[src/rtl/bridge_responder.sv]
// Device-side endpoint of the KMBox bridge UART protocol: parses SYNC/CMD/payload
// packets into HID event strobes and answers with fixed 8-byte ACK/NACK/PONG frames.
module bridge_responder #(
  parameter int          CLK_FREQ       = 48_000_000,
  parameter int          TIMEOUT_CLKS   = CLK_FREQ / 1000,
  parameter logic [7:0]  SYNC_BYTE      = 8'hAA,
  parameter logic [7:0]  CMD_MOVE       = 8'h01,
  parameter logic [7:0]  CMD_WHEEL      = 8'h02,
  parameter logic [7:0]  CMD_BTN        = 8'h03,
  parameter logic [7:0]  CMD_MOVE_WHEEL = 8'h04,
  parameter logic [7:0]  CMD_PING       = 8'h05,
  parameter logic [7:0]  CMD_RESET      = 8'h06,
  parameter logic [7:0]  HDR_ACK        = 8'h0C,
  parameter logic [7:0]  HDR_NACK       = 8'h0E,
  parameter logic [7:0]  HDR_PONG       = 8'hA0,
  parameter bit          ACK_EN         = 1'b1,
  parameter logic [7:0]  VERSION        = 8'h01
) (
  input  logic        clk,
  input  logic        rst_n,
  input  logic [7:0]  rx_data,
  input  logic        rx_valid,
  output logic [7:0]  tx_data,
  output logic        tx_valid,
  input  logic        tx_ready,
  output logic        evt_move,
  output logic [15:0] evt_dx,
  output logic [15:0] evt_dy,
  output logic        evt_wheel,
  output logic [7:0]  evt_wheel_val,
  output logic [7:0]  btn_state,
  output logic        evt_btn,
  output logic        evt_reset,
  output logic [15:0] pkt_count,
  output logic [15:0] err_count,
  output logic [7:0]  drop_count,
  output logic        busy
);

  localparam int TW = $clog2(TIMEOUT_CLKS + 1);

  typedef enum logic [1:0] {P_SYNC, P_CMD, P_PAYLOAD} p_state_t;
  typedef enum logic {R_IDLE, R_SEND} r_state_t;

  // Handshake: a response byte transfers on any cycle where tx_valid && tx_ready;
  // tx_valid and tx_data are held unchanged until that happens.

  p_state_t        p_state, p_next;
  r_state_t        r_state, r_next;
  logic [7:0]      cmd_r;
  logic [2:0]      pay_len;
  logic [2:0]      pay_idx;
  logic [7:0]      pay [0:4];
  logic [7:0]      pl  [0:4];
  logic [TW-1:0]   to_cnt;

  logic [2:0]      cmd_len;
  logic            cmd_known;
  logic            timeout;
  logic            bad_cmd;
  logic            done;
  logic [7:0]      done_cmd;

  logic            q_valid;
  logic [7:0]      q_hdr;
  logic [7:0]      q_cmd;

  logic            slot_full;
  logic [7:0]      slot_hdr;
  logic [7:0]      slot_cmd;
  logic            take;
  logic            accept;
  logic [2:0]      tx_idx;
  logic [7:0]      snap [0:7];

  // Parser next-state and decode.
  always_comb begin
    p_next    = p_state;
    cmd_len   = 3'd0;
    cmd_known = 1'b1;
    timeout   = 1'b0;
    bad_cmd   = 1'b0;
    done      = 1'b0;
    done_cmd  = cmd_r;
    for (int i = 0; i < 5; i++) begin
      pl[i] = pay[i];
      if (pay_idx == 3'(i)) pl[i] = rx_data;
    end

    case (rx_data)
      CMD_MOVE:       cmd_len = 3'd4;
      CMD_WHEEL:      cmd_len = 3'd1;
      CMD_BTN:        cmd_len = 3'd2;
      CMD_MOVE_WHEEL: cmd_len = 3'd5;
      CMD_PING:       cmd_len = 3'd0;
      CMD_RESET:      cmd_len = 3'd0;
      default:        cmd_known = 1'b0;
    endcase

    // An arriving byte always takes priority over the idle timeout.
    if (p_state != P_SYNC && !rx_valid && to_cnt == TW'(TIMEOUT_CLKS - 1)) begin
      timeout = 1'b1;
      p_next  = P_SYNC;
    end

    if (rx_valid) begin
      case (p_state)
        P_SYNC: begin
          if (rx_data == SYNC_BYTE) p_next = P_CMD;
        end
        P_CMD: begin
          if (!cmd_known) begin
            bad_cmd = 1'b1;
            p_next  = P_SYNC;
          end else if (cmd_len == 3'd0) begin
            done     = 1'b1;
            done_cmd = rx_data;
            p_next   = P_SYNC;
          end else begin
            p_next = P_PAYLOAD;
          end
        end
        P_PAYLOAD: begin
          if (pay_idx == pay_len - 3'd1) begin
            done   = 1'b1;
            p_next = P_SYNC;
          end
        end
        default: p_next = P_SYNC;
      endcase
    end
  end

  always_comb begin
    q_valid = bad_cmd || (done && (done_cmd == CMD_PING || ACK_EN));
    q_hdr   = HDR_ACK;
    q_cmd   = done_cmd;
    if (bad_cmd) begin
      q_hdr = HDR_NACK;
      q_cmd = rx_data;
    end else if (done_cmd == CMD_PING) begin
      q_hdr = HDR_PONG;
    end
  end

  always_ff @(posedge clk or negedge rst_n) begin
    if (!rst_n) begin
      p_state       <= P_SYNC;
      cmd_r         <= 8'h00;
      pay_len       <= 3'd0;
      pay_idx       <= 3'd0;
      to_cnt        <= '0;
      for (int i = 0; i < 5; i++) pay[i] <= 8'h00;
      evt_move      <= 1'b0;
      evt_wheel     <= 1'b0;
      evt_btn       <= 1'b0;
      evt_reset     <= 1'b0;
      evt_dx        <= 16'h0000;
      evt_dy        <= 16'h0000;
      evt_wheel_val <= 8'h00;
      btn_state     <= 8'h00;
      pkt_count     <= 16'h0000;
      err_count     <= 16'h0000;
    end else begin
      p_state   <= p_next;
      evt_move  <= 1'b0;
      evt_wheel <= 1'b0;
      evt_btn   <= 1'b0;
      evt_reset <= 1'b0;

      if (p_next == P_SYNC || rx_valid) to_cnt <= '0;
      else                              to_cnt <= to_cnt + 1'b1;

      if (rx_valid && p_state == P_CMD && cmd_known) begin
        cmd_r   <= rx_data;
        pay_len <= cmd_len;
        pay_idx <= 3'd0;
      end
      if (rx_valid && p_state == P_PAYLOAD) begin
        for (int i = 0; i < 5; i++) pay[i] <= pl[i];
        pay_idx <= pay_idx + 3'd1;
      end

      if (bad_cmd || timeout) err_count <= err_count + 16'd1;

      if (done) begin
        pkt_count <= pkt_count + 16'd1;
        case (done_cmd)
          CMD_MOVE: begin
            evt_move <= 1'b1;
            evt_dx   <= {pl[1], pl[0]};
            evt_dy   <= {pl[3], pl[2]};
          end
          CMD_WHEEL: begin
            evt_wheel     <= 1'b1;
            evt_wheel_val <= pl[0];
          end
          CMD_MOVE_WHEEL: begin
            evt_move      <= 1'b1;
            evt_wheel     <= 1'b1;
            evt_dx        <= {pl[1], pl[0]};
            evt_dy        <= {pl[3], pl[2]};
            evt_wheel_val <= pl[4];
          end
          CMD_BTN: begin
            btn_state <= (btn_state & ~pl[0]) | (pl[1] & pl[0]);
            evt_btn   <= 1'b1;
          end
          CMD_RESET: begin
            btn_state <= 8'h00;
            evt_btn   <= 1'b1;
            evt_reset <= 1'b1;
          end
          default: ;
        endcase
      end
    end
  end

  // Response FSM: a full slot is taken only from R_IDLE.
  always_comb begin
    r_next   = r_state;
    take     = (r_state == R_IDLE) && slot_full;
    accept   = (r_state == R_SEND) && tx_ready;
    tx_valid = (r_state == R_SEND);
    tx_data  = snap[tx_idx];
    busy     = (p_state != P_SYNC) || slot_full || (r_state != R_IDLE);
    case (r_state)
      R_IDLE:  if (slot_full) r_next = R_SEND;
      R_SEND:  if (accept && tx_idx == 3'd7) r_next = R_IDLE;
      default: r_next = R_IDLE;
    endcase
  end

  always_ff @(posedge clk or negedge rst_n) begin
    if (!rst_n) begin
      slot_full  <= 1'b0;
      slot_hdr   <= 8'h00;
      slot_cmd   <= 8'h00;
      drop_count <= 8'h00;
    end else begin
      if (q_valid) begin
        slot_full <= 1'b1;
        slot_hdr  <= q_hdr;
        slot_cmd  <= q_cmd;
        if (slot_full && !take && drop_count != 8'hFF) drop_count <= drop_count + 8'd1;
      end else if (take) begin
        slot_full <= 1'b0;
      end
    end
  end

  always_ff @(posedge clk or negedge rst_n) begin
    if (!rst_n) begin
      r_state <= R_IDLE;
      tx_idx  <= 3'd0;
      for (int i = 0; i < 8; i++) snap[i] <= 8'h00;
    end else begin
      r_state <= r_next;
      if (take) begin
        tx_idx  <= 3'd0;
        snap[0] <= slot_hdr;
        snap[1] <= slot_cmd;
        snap[2] <= btn_state;
        snap[3] <= pkt_count[7:0];
        snap[4] <= pkt_count[15:8];
        snap[5] <= err_count[7:0];
        snap[6] <= err_count[15:8];
        snap[7] <= VERSION;
      end else if (accept) begin
        tx_idx <= tx_idx + 3'd1;
      end
    end
  end

endmodule

[config.mk]
export PLATFORM = sky130hd
export DESIGN_NAME = bridge_responder
export DESIGN_NICKNAME = d
export VERILOG_FILES = /design/src/rtl/bridge_responder.sv
export SDC_FILE = /design/constraint.sdc
export NUM_CORES = 1
export LEC_CHECK = 0
export CAP_MARGIN = 20
export CORE_AREA = 2 2 162 283
export DETAILED_ROUTE_END_ITERATION = 8
export DIE_AREA = 0 0 164 285
export PLACE_DENSITY = 0.5
export RECOVER_POWER = 25
export SYNTH_ARGS = -nofsm -noshare
export SYNTH_HDL_FRONTEND = slang
export SYNTH_SLANG_ARGS = --single-unit
[constraint.sdc]
create_clock -name clk -period 2.9 [get_ports clk]
set_clock_uncertainty 0.2 [all_clocks]
set_input_delay 0.58 -clock clk [delete_from_list [all_inputs] [get_ports clk]]
set_output_delay 0.58 -clock clk [all_outputs]
set_load 0.02 [all_outputs]
==> metrics.md <==
| Metric | Value |
|---|---|
| First-pass iteration count of the detailed router | `4` |
| Fillers | `4577` |
| Post-Synthesis Cells | `904` |
| GRT Total Usage | `13.3%` |
| Vias in the first global route | `8020` |
| Arr. time, crit path | `2.03 ns` |
| Register area | `5810 um^2` |
| DRT Wirelength | `30600 um` |
| Total power per unit cell area | `657 nW/um^2` |
| Net Sw Frac | `30.8%` |
| Root Buffer | `clkbuf_16` |
| Largest net degree at the start of global routing | `69` |
| Reg2reg start | `p_state[1]` |
| I/O pin cnt | `114` |
| Synth area leader | `dfrtp_1` |
| Gr ovfl total | `0` |
| Crit path kind | `reg2out` |
| Clk_lat worst skew | `0.54 ns` |
| Critical path launch point type | `register` |
| Final GP Congestion | `0.797` |
| Yosys warnings | `0` |
| Vias | `7590` |
| Row count | `103` |
| Sw Pwr | `2.87 mW` |
| Vias/cell | `4.52` |
| PortBufs | `113` |
| CTS clock-pin slew for the worst setup and hold paths | `0.06 ns` |
| RSZ-0062 raised after global routing | `true` |
| FFs w/ async S/R, synth | `100%` |
| Slew headroom | `-18.4%` |
| Avg Inst Size Synth | `12.2 um^2` |
| P_leak | `6.45 nW` |
| Drt drc | `0` |
| Wire length per cell | `18.2 um` |
| DP Wirelength | `22700 um` |
| Post-synth top flop | `dfrtp_1` |
| Seq/Total Area, Yosys | `52.7%` |
| CP max FO | `10` |
| Hold_ws | `0.272 ns` |
| Clock group share of total power | `33.6%` |
| Global-route wire length before repair | `47900 um` |
| DIE AREA | `46700 um^2` |
| Internal power | `6.44 mW` |
| Diode count | `0` |
| Mapped Area | `11000 um^2` |
| Die width | `164 um` |
| Worst R2R End | `evt_dy[13]` |
| Top cells by area, synth | `dfrtp_1, mux2_2, mux2_4, mux2i_1, xnor2_1` |
| Dpl ws | `-0.416 ns` |
| Synth cell types | `64` |
| Total of max-cap violations | `1` |
| Area Growth Syn to Fin | `28.8%` |
| Max clock buf depth | `3` |
| Most frequent cells in the layout | `dfrtp_1, mux2_2, clkdlybuf4s50_1` |
| Maximum resistive drop on vdd | `0.000364 V` |
| Initial antenna violation count | `0` |
| DR iter-0 viols | `387` |
| Critical Path End Type | `output pin` |
| Die height | `285 um` |
| Actual slew at the worst max-slew pin | `1.78 ns` |
| Cts bufs inserted | `24` |
| Fmax | `0.356 GHz` |
| Tot Pwr | `9.31 mW` |
| Initial Util | `24.6%` |
| Ratio of cells with drive above 1 in the final layout | `28.2%` |
| Final worst slack | `0.0939 ns` |
| Failing checks | `capacitance limit, slew limit` |
| DRT antenna net count | `0` |
| Hold path startpoint | `slot_hdr[1]` |
| Critical Path RT | `2.12 ns` |
| Core area | `44700 um^2` |
| Worst R2R Path Depth | `9` |
| Fin. Hold Viols | `0` |
| WHS Path Cells | `2` |
| Share of the synthesized area in the top cell type | `52.7%` |
| Crit path time final | `2.81 ns` |
| Seq pwr share | `42.0%` |
| Commonest non-fill, non-tap cell in the layout | `dfrtp_1` |
| Status | `finished, violations left` |
| FF-to-FF setup slack | `0.15 ns` |
| Combinational group share of total power | `24.4%` |
| CTS sink count | `232` |
| Synthesized flop and latch total | `232` |
| Final Setup Violations | `0` |
| Hold crit path type | `reg2reg` |
| Number of enable flip-flop cells after synthesis | `0` |
| Setup TNS | `0 ns` |
| Fin nets | `1115` |
| Area of the multi-input gates | `4930 um^2` |
| Final Cycle Share | `96.8%` |
| H-tree levels | `1` |
| CTS tree | `yes` |
| WHS Endpoint | `slot_hdr[1]` |
| Max Slew Vio Count | `67` |
| Mapped Nets | `932` |
-- synth_stat cells, drive strengths merged (16+ instances only) --
| master | number |
|---|---|
| dfrtp | 232 |
| mux2 | 152 |
| nand2 | 71 |
| nor2 | 45 |
| o21ai | 37 |
| nand3 | 34 |
| a21oi | 33 |
| clkbuf | 32 |
| xnor2 | 31 |
| mux2i | 30 |
| nand4 | 20 |
| xor2 | 20 |
| and3 | 19 |
| ha | 16 |
-- layer usage --
metal	routed length [um]	share of wire, %	global-route usage, %
met5	0	0	0
met4	860	2.8	4.63
met3	989	3.2	1.61
met2	16900	55	25.6
met1	11800	39	14.8
-- per-stage QoR --
step,instance area [um^2],std cells,util [%]
global placement,13400,1636,30.0
detailed placement,13400,1636,30.0
global route,14200,1680,31.7
CTS,14200,1679,31.8
finish,14200,1680,31.7
floorplan,11000,904,-
-- registers in the layout, summed over array words and instances (netlist names), 16 cells and up --
| register | count |
|---|---|
| snap | 52 |
| pay | 40 |
| err_count | 16 |
| evt_dx | 16 |
| evt_dy | 16 |
| pkt_count | 16 |
| to_cnt | 16 |
-- power groups by stage --
stage          Combinational (mW)  Sequential (mW)  Clock, mW
2_1_floorplan                1.36             3.92          0
3_3_place_gp                 2.32             3.96          0
3_5_place_dp                 2.35             3.97          0
4_1_cts                      2.32             3.92       3.26
5_1_grt                      2.51             3.97       3.38
6_report                     2.27             3.91       3.13
-- layout make-up --
cell class              instances  share of cell area [%]
flip-flops and latches        232                    40.9
inverters                      16                   0.423
multi-input cells             609                    34.8
well taps                     577                    5.09
repair buffers                204                    13.2
clock buffers                  37                    5.07
clock inverters                 5                   0.485
-- repair_timing --
item                                    in CTS  in global routing
cloned                                       0                  0
hold buffers                                 1                  0
resized for setup                           33                  8
hold endpoints to repair                    63                  0
endpoints found under the setup margin      10                  9
setup buffers                                0                  1
-- worst max-delay path: stages (launching register included) --
cell,delay (ns)
dfrtp_2,0.43
buf_6,0.16
mux2_2,0.33
a22oi_1,0.21
o21ai_0,0.17
buf_2,0.20
-- worst max-delay path by stage --
| stage | slack (ns) | endpoint | cells past startpoint | startpoint |
|---|---|---|---|---|
| 2_1_floorplan | 0.09 | evt_dx[0] | 10 | rx_valid |
| 3_3_place_gp | -0.35 | err_count[15] | 9 | rx_valid |
| 3_5_place_dp | -0.42 | evt_dx[15] | 8 | rx_data[7] |
| 4_1_cts | 0.004 | tx_data[6] | 5 | tx_idx[1] |
| 5_1_grt | -0.002 | tx_data[4] | 4 | tx_idx[1] |
| 6_report | 0.09 | tx_data[0] | 5 | tx_idx[1] |
-- cells by family after synthesis --
kind of cell	after synthesis	share of synthesized area (%)
and+or+nand+nor	236	11.0
DFF	232	52.7
muxes	188	20.5
AOI/OAI and AO/OA	117	6.85
buffers and inverters	63	2.84
xor gates and xnor gates	52	4.26
adders and majority gates	16	1.82
Note: power is estimated with default switching activity, not from simulation.
